<file path="config.mk">
export PLATFORM = sky130hd
export DESIGN_NAME = dda_link_host
export DESIGN_NICKNAME = d
export VERILOG_FILES = /design/src/rtl/dda_link_pkg.sv /design/src/rtl/dda_link_timeout.sv /design/src/rtl/dda_link_host.sv
export SDC_FILE = /design/constraint.sdc
export NUM_CORES = 1
export LEC_CHECK = 0
export CAP_MARGIN = 40
export CORE_MARGIN = 2
export CORE_UTILIZATION = 46
export CTS_CLUSTER_SIZE = 8
export DETAILED_ROUTE_END_ITERATION = 8
export PLACE_DENSITY = 0.71
export REMOVE_ABC_BUFFERS = 1
export SLEW_MARGIN = 20
export SYNTH_ARGS = -nofsm -noshare
export SYNTH_HDL_FRONTEND = slang
export SYNTH_HIERARCHICAL = 1
export SYNTH_SLANG_ARGS = --single-unit
</file>
<file path="constraint.sdc">
create_clock -name clk -period 6.81 [get_ports clk]
set_input_delay 1.362 -clock clk [delete_from_list [all_inputs] [get_ports clk]]
set_output_delay 1.362 -clock clk [all_outputs]
set_load 0.01 [all_outputs]
</file>
<file path="src/rtl/dda_link_pkg.sv">
// Shared types and frame-layout constants for the DDA link host.
package dda_link_pkg;

  typedef enum logic [2:0] {
    IDLE,
    LOAD,
    TX_SEND,
    TX_HOLD,
    TX_WAIT,
    RX_WAIT,
    DONE
  } state_e;

  localparam int N_DEFAULT   = 16;
  localparam int FIELD_BYTES = N_DEFAULT / 8;
  localparam int NUM_FIELDS  = 5;
  localparam int TX_BYTES    = 10;
  localparam int RX_BYTES    = 5;

  // Field order inside the request frame.
  localparam int IC1  = 0;
  localparam int IC2  = 1;
  localparam int VK_M = 2;
  localparam int VD_M = 3;
  localparam int DT   = 4;

  localparam int TX_IDX_W = $clog2(TX_BYTES + 1);
  localparam int RX_IDX_W = $clog2(RX_BYTES + 1);

endpackage

</file>
<file path="src/rtl/dda_link_timeout.sv">
// Inter-byte watchdog: up-counter with clear and enable; expire flags the
// cycle on which the count would reach LIMIT.
module dda_link_timeout #(
  parameter int LIMIT = 100000
) (
  input  logic clk,
  input  logic rst,
  input  logic clr,
  input  logic en,
  output logic expire
);

  localparam int CW = $clog2(LIMIT + 1);

  logic [CW-1:0] cnt_q;
  logic [CW-1:0] cnt_d;

  // Clear wins over counting so a received byte restarts the window.
  always_comb begin
    cnt_d = cnt_q;
    if (clr) begin
      cnt_d = '0;
    end else if (en) begin
      cnt_d = cnt_q + 1'b1;
    end
  end

  assign expire = en && !clr && (cnt_q == CW'(LIMIT - 1));

  // Count register.
  always_ff @(posedge clk or posedge rst) begin
    if (rst) begin
      cnt_q <= '0;
    end else begin
      cnt_q <= cnt_d;
    end
  end

endmodule

</file>
<file path="src/rtl/dda_link_host.sv">
// Host-side initiator: serialises five parameters into a 10-byte request,
// then collects the 5-byte response and presents v1/v2 with a done pulse.
module dda_link_host
  import dda_link_pkg::*;
#(
  parameter int N              = N_DEFAULT,
  parameter int TIMEOUT_CYCLES = 100000
) (
  input  logic         clk,
  input  logic         rst,
  input  logic         start,
  input  logic [N-1:0] ic1,
  input  logic [N-1:0] ic2,
  input  logic [N-1:0] vK_M,
  input  logic [N-1:0] vD_M,
  input  logic [N-1:0] dt,
  output logic         busy,
  output logic         done,
  output logic         err_timeout,
  output logic         err_rx,
  output logic [N-1:0] v1,
  output logic [N-1:0] v2,
  output logic         tx_start,
  output logic [7:0]   tx_data,
  input  logic         tx_busy,
  input  logic         rx_valid,
  input  logic [7:0]   rx_data,
  input  logic         rx_error
);

  localparam int RXB_N = 2 * FIELD_BYTES;
  localparam int RXB_W = $clog2(RXB_N);

  state_e                state_q, state_d;
  logic [7:0]            buf_q [TX_BYTES];
  logic [7:0]            buf_d [TX_BYTES];
  logic [7:0]            rx_buf_q [RXB_N];
  logic [7:0]            rx_buf_d [RXB_N];
  logic [TX_IDX_W-1:0]   byte_idx_q, byte_idx_d;
  logic [RX_IDX_W-1:0]   rx_idx_q, rx_idx_d;
  logic                  done_q, done_d;
  logic                  err_timeout_q, err_timeout_d;
  logic                  err_rx_q, err_rx_d;
  logic                  tx_start_q, tx_start_d;
  logic [7:0]            tx_data_q, tx_data_d;
  logic [N-1:0]          v1_q, v1_d;
  logic [N-1:0]          v2_q, v2_d;
  logic [N-1:0]          fields [NUM_FIELDS];
  logic                  tx_last, rx_last, rx_store;
  logic                  tmr_clr, tmr_en, tmr_expire;

  assign fields[IC1]  = ic1;
  assign fields[IC2]  = ic2;
  assign fields[VK_M] = vK_M;
  assign fields[VD_M] = vD_M;
  assign fields[DT]   = dt;

  assign tx_last  = (byte_idx_q == TX_IDX_W'(TX_BYTES));
  assign rx_last  = (rx_idx_q == RX_IDX_W'(RX_BYTES - 1));
  assign rx_store = (rx_idx_q < RX_IDX_W'(RXB_N));

  // The timer is zeroed while the last byte drains so RX_WAIT starts a fresh
  // window; a byte and an error both stop it from counting that cycle.
  assign tmr_clr = (state_q == TX_WAIT) || ((state_q == RX_WAIT) && rx_valid);
  assign tmr_en  = (state_q == RX_WAIT) && !rx_valid && !rx_error;

  dda_link_timeout #(
    .LIMIT (TIMEOUT_CYCLES)
  ) u_timeout (
    .clk    (clk),
    .rst    (rst),
    .clr    (tmr_clr),
    .en     (tmr_en),
    .expire (tmr_expire)
  );

  // State register.
  always_ff @(posedge clk or posedge rst) begin
    if (rst) begin
      state_q <= IDLE;
    end else begin
      state_q <= state_d;
    end
  end

  // Next-state logic; rx_error outranks a same-cycle byte, a byte outranks expiry.
  always_comb begin
    state_d = state_q;
    case (state_q)
      IDLE:    if (start) state_d = LOAD;
      LOAD:    state_d = TX_SEND;
      TX_SEND: if (!tx_busy) state_d = TX_HOLD;
      TX_HOLD: state_d = TX_WAIT;
      TX_WAIT: if (!tx_busy) state_d = tx_last ? RX_WAIT : TX_SEND;
      RX_WAIT: begin
        if (rx_error) begin
          state_d = IDLE;
        end else if (rx_valid) begin
          if (rx_last) state_d = DONE;
        end else if (tmr_expire) begin
          state_d = IDLE;
        end
      end
      DONE:    state_d = IDLE;
      default: state_d = IDLE;
    endcase
  end

  // Datapath and registered outputs for each state.
  always_comb begin
    buf_d         = buf_q;
    rx_buf_d      = rx_buf_q;
    byte_idx_d    = byte_idx_q;
    rx_idx_d      = rx_idx_q;
    done_d        = 1'b0;
    tx_start_d    = 1'b0;
    tx_data_d     = tx_data_q;
    err_timeout_d = err_timeout_q;
    err_rx_d      = err_rx_q;
    v1_d          = v1_q;
    v2_d          = v2_q;
    case (state_q)
      IDLE: begin
        if (start) begin
          for (int f = 0; f < NUM_FIELDS; f++) begin
            for (int b = 0; b < FIELD_BYTES; b++) begin
              buf_d[f*FIELD_BYTES + b] = fields[f][N-1-8*b -: 8];
            end
          end
          err_timeout_d = 1'b0;
          err_rx_d      = 1'b0;
          byte_idx_d    = '0;
        end
      end
      TX_SEND: begin
        if (!tx_busy) begin
          tx_start_d = 1'b1;
          tx_data_d  = buf_q[byte_idx_q];
          byte_idx_d = byte_idx_q + 1'b1;
        end
      end
      TX_WAIT: begin
        if (!tx_busy && tx_last) rx_idx_d = '0;
      end
      RX_WAIT: begin
        if (rx_error) begin
          err_rx_d = 1'b1;
        end else if (rx_valid) begin
          if (rx_store) rx_buf_d[rx_idx_q[RXB_W-1:0]] = rx_data;
          rx_idx_d = rx_idx_q + 1'b1;
          if (rx_last) begin
            // The trailer byte arriving now is dropped; b0..b3 are already held.
            for (int b = 0; b < FIELD_BYTES; b++) begin
              v1_d[N-1-8*b -: 8] = rx_buf_q[b];
              v2_d[N-1-8*b -: 8] = rx_buf_q[FIELD_BYTES + b];
            end
            done_d = 1'b1;
          end
        end else if (tmr_expire) begin
          err_timeout_d = 1'b1;
        end
      end
      default: ;
    endcase
  end

  // Datapath registers; all clear asynchronously so tx_start drops at once.
  always_ff @(posedge clk or posedge rst) begin
    if (rst) begin
      for (int i = 0; i < TX_BYTES; i++) buf_q[i] <= '0;
      for (int i = 0; i < RXB_N; i++) rx_buf_q[i] <= '0;
      byte_idx_q    <= '0;
      rx_idx_q      <= '0;
      done_q        <= 1'b0;
      tx_start_q    <= 1'b0;
      tx_data_q     <= '0;
      err_timeout_q <= 1'b0;
      err_rx_q      <= 1'b0;
      v1_q          <= '0;
      v2_q          <= '0;
    end else begin
      buf_q         <= buf_d;
      rx_buf_q      <= rx_buf_d;
      byte_idx_q    <= byte_idx_d;
      rx_idx_q      <= rx_idx_d;
      done_q        <= done_d;
      tx_start_q    <= tx_start_d;
      tx_data_q     <= tx_data_d;
      err_timeout_q <= err_timeout_d;
      err_rx_q      <= err_rx_d;
      v1_q          <= v1_d;
      v2_q          <= v2_d;
    end
  end

  assign busy        = (state_q != IDLE);
  assign done        = done_q;
  assign err_timeout = err_timeout_q;
  assign err_rx      = err_rx_q;
  assign v1          = v1_q;
  assign v2          = v2_q;
  assign tx_start    = tx_start_q;
  assign tx_data     = tx_data_q;

endmodule

</file>
==> results.md <==
* Outcome: completed
* Total length of routed wires at 17,700 um
* Vias per Instance at 5.27
* FF+latch count, synth at 183
* Total number of yosys warnings at 6
* Worst Tran Pin Value at 0.759 ns
* Nets at 814
* Async S/R FF share, synth at 1.00
* Critical path class: in2reg
* Max Fanout on Critical Path at 6
* RD Place Congestion at 0.859
* Crit. End Element: register
* Max cap viols at 0
* Worst path slowest cell: clkdlybuf4s50_1
* Detailed-router iteration count before antenna repair at 4
* GRT Total Usage at 0.199
* Crit path buffers/inverters at 2
* Setup bufs post-CTS at 0
* Slew Limit Headroom at 0.494
* Commonest cells after routing, fill and taps aside: 182 x dfrtp_1, 138 x clkdlybuf4s50_1, 118 x mux2_2
* Share of layout cells above drive strength 1 at 0.289
* Final Hold Violating Endpoints at 0
* Setup_tns at 0 ns
* Grt met2 use at 0.318
* H-tree levels at 4
* First-pass GRT wire length at 28,500 um
* Syn_area_per_cell at 14.2 um2
* Ports at 139
* Hold crit path type: reg2reg
* Met3 GRT Util at 0.0434
* Num CTS Buffers at 17
* Top FF cell, synth: dfrtp_1
* Hold Buf Count CTS at 0
* Power Total at 3.81 mW
* Clk slew on worst S/H paths at 0.08 ns
* Startpoint type of the worst setup path: input port
* Cell family with most CP delay: simple AND/OR/NAND/NOR gates
* Hold Path Cell Cnt at 1
* FMAX at 0.274 GHz
* Core footprint at 17,400 um2
* Final setup viols at 0
* Antenna viol nets, final at 0
* PortBufs at 138
* Max-slew violation count at 0
* Post-synthesis sequential area ratio at 0.560
* Number of global-route vias before repair at 5,414
* DRC Markers at 0
* Initial Util at 0.471
* Clk Latency, worst-skew pair at 0.43 ns
* Die ar. at 18,900 um2
* WP data arrival at 3.97 ns
* TritonCTS clock tree: built
* Clk sinks at 183
* CP Cell Sequence: clkdlybuf4s50_1 > nor3_1 > clkbuf_2 > and4_4 > nand3_1 > nor3b_1 > a2111oi_0 > a221o_1 > o221a_2
* Crit path time final at 3.65 ns
* Worst path required time at 7.13 ns
* Final Skew at 0.0146 ns
* Most common cell after layout, fill and taps aside: dfrtp_1
* Met1 GRT Util at 0.270
* Post-CTS resize count at 0
* Grt ovf at 0
* Distinct cell type count after synthesis at 50
* EDFF count, synth at 0
* Mapped Cells at 577
* Die X-Extent at 137 um
* Iteration-0 DRC Markers at 267
* Total power density per cell area at 369 nW/um2
* Largest net degree at the start of global routing at 69
* Leak at 4.51 nW
* Vert. Die Dim at 137 um
* WL per Instance at 18.6 um
* Period utilisation layout at 0.536
* Row cnt at 48
* Synth Cell Area at 8180 um2
* Unrepaired setup endpoints after global routing: false
* Antenna violations before repair at 0
* FF-to-FF path depth at 9
* Vias at 5,020
* Area delta synth->final at 26.2%
* CP max stage delay at 0.51 ns
* Post-DP HPWL at 12,200 um
* Max Root-Sink Buffers at 2
* CP Depth at 9
* GRT Max-Usage Layer: met2
* Root Driver: clkbuf_16
* VDD IR-drop max at 0.178 mV
## kinds of logic (layout without fill, tap and decap cells)
logic type | count (synthesis) | in the layout | synth area share
DFF | 183 | 183 | 0.560
muxes | 182 | 182 | 0.272
and+or+nand+nor | 103 | 103 | 0.0696
AOI/OAI and AO/OA | 49 | 49 | 0.0396
buffers and inverters | 41 | 190 | 0.0359
xor gates and xnor gates | 12 | 12 | 0.0128
adders and majority gates | 7 | 7 | 0.0107
other | 0 | 1 | 0
## Yosys cell counts (2+ instances only)
| library cell | instances | area, um2 |
|---|---|---|
| and2_1 | 2 | 12.5 |
| mux2_2 | 118 | 1330 |
| nor3_1 | 6 | 30.0 |
| a31oi_1 | 9 | 56.3 |
| clkbuf_1 | 5 | 18.8 |
| mux2_1 | 7 | 78.8 |
| or3_1 | 5 | 31.3 |
| inv_1 | 11 | 41.3 |
| nor4b_1 | 3 | 26.3 |
| and3_1 | 5 | 31.3 |
| nor4_1 | 2 | 12.5 |
| buf_2 | 7 | 35.0 |
| nand4_1 | 5 | 31.3 |
| a21oi_1 | 8 | 40.0 |
| nor2b_1 | 2 | 12.5 |
| mux2_4 | 29 | 435 |
| a221oi_1 | 8 | 70.1 |
| buf_1 | 2 | 7.51 |
| nand3b_1 | 3 | 22.5 |
| buf_12 | 3 | 60.1 |
| xnor2_1 | 5 | 43.8 |
| buf_4 | 4 | 30.0 |
| buf_6 | 9 | 101 |
| nand2_1 | 25 | 93.8 |
| mux2i_1 | 20 | 200 |
| mux4_2 | 8 | 180 |
| xor2_1 | 7 | 61.3 |
| ha_1 | 7 | 87.6 |
| dfrtp_1 | 183 | 4580 |
| nor3b_1 | 2 | 15.0 |
| o21ai_0 | 15 | 75.1 |
| nor2_1 | 29 | 109 |
| nand3_1 | 6 | 30.0 |
## per-stage QoR
stage          hold WS [ns]  worst slack (ns)   util  instance area, um2  cells
2_1_floorplan         0.453             0.958      -                7930    547
4_1_cts               0.493              2.95  0.594               10300    948
3_3_place_gp          0.465              2.65  0.555                9640    914
3_5_place_dp          0.476              2.50  0.558                9690    916
5_1_grt               0.509              2.98  0.595               10300    951
6_report              0.488              3.16  0.595               10300    952
## per-layer routing
layer / up-vias / wire (um) / part of all wire
met1: 2561 / 8010 / 0.45
met5: - / 0 / 0
met3: 19 / 680 / 0.038
met4: 0 / 275 / 0.016
met2: 90 / 8740 / 0.49
li1: 2350 / - / -
## worst paths after layout
kind	start	end	slack, ns
max	rx_error	state_q[2]$_DFFE_PP0P_	3.16
min	buf_q[20]$_DFFE_PP0P_	buf_q[20]$_DFFE_PP0P_	0.49
max reg2reg	state_q[2]$_DFFE_PP0P_	state_q[2]$_DFFE_PP0P_	3.92
min reg2reg	buf_q[20]$_DFFE_PP0P_	buf_q[20]$_DFFE_PP0P_	0.49
max in group asynchronous	rst	rx_buf_q[15]$_DFFE_PP0P_	4.10
min in group asynchronous	rst	err_timeout$_DFFE_PP0P_	1.41
## power by group
group	leakage [nW]	internal, mW	switching, mW
Clock	0.299	0.535	0.487
Sequential	2.34	1.46	0.228
Combinational	1.87	0.661	0.436
## area by class of cell
| type | instances | area (um2) |
|---|---|---|
| tap | 225 | 282 |
| clock buffer | 17 | 425 |
| antenna | 1 | 2.50 |
| multi-input combinational | 353 | 3320 |
| clock inverter | 15 | 196 |
| sequential | 183 | 4580 |
| timing repair buffer | 147 | 1480 |
| inverter | 11 | 46.3 |
| fill | 1342 | 7030 |
## state kept, by name, summed over array words and instances, names as in the netlist
signal / flops
tx_data: 8
v2: 16
rx_idx_q: 3
v1: 16
rx_buf_q: 32
tx_start: 1
buf_q: 80
state_q: 3
err_timeout: 1
err_rx: 1
done: 1
u_timeout/cnt_q: 17
byte_idx_q: 4
## worst reg2reg max path, delay by kind of cell (launching register included)
kind | cells | cell delay, ns
AOI/OAI and AO/OA | 3 | 0.79
and+or+nand+nor | 5 | 1.11
buffers and inverters | 1 | 0.27
DFF | 1 | 0.61
(Power assumes the default switching activity.)
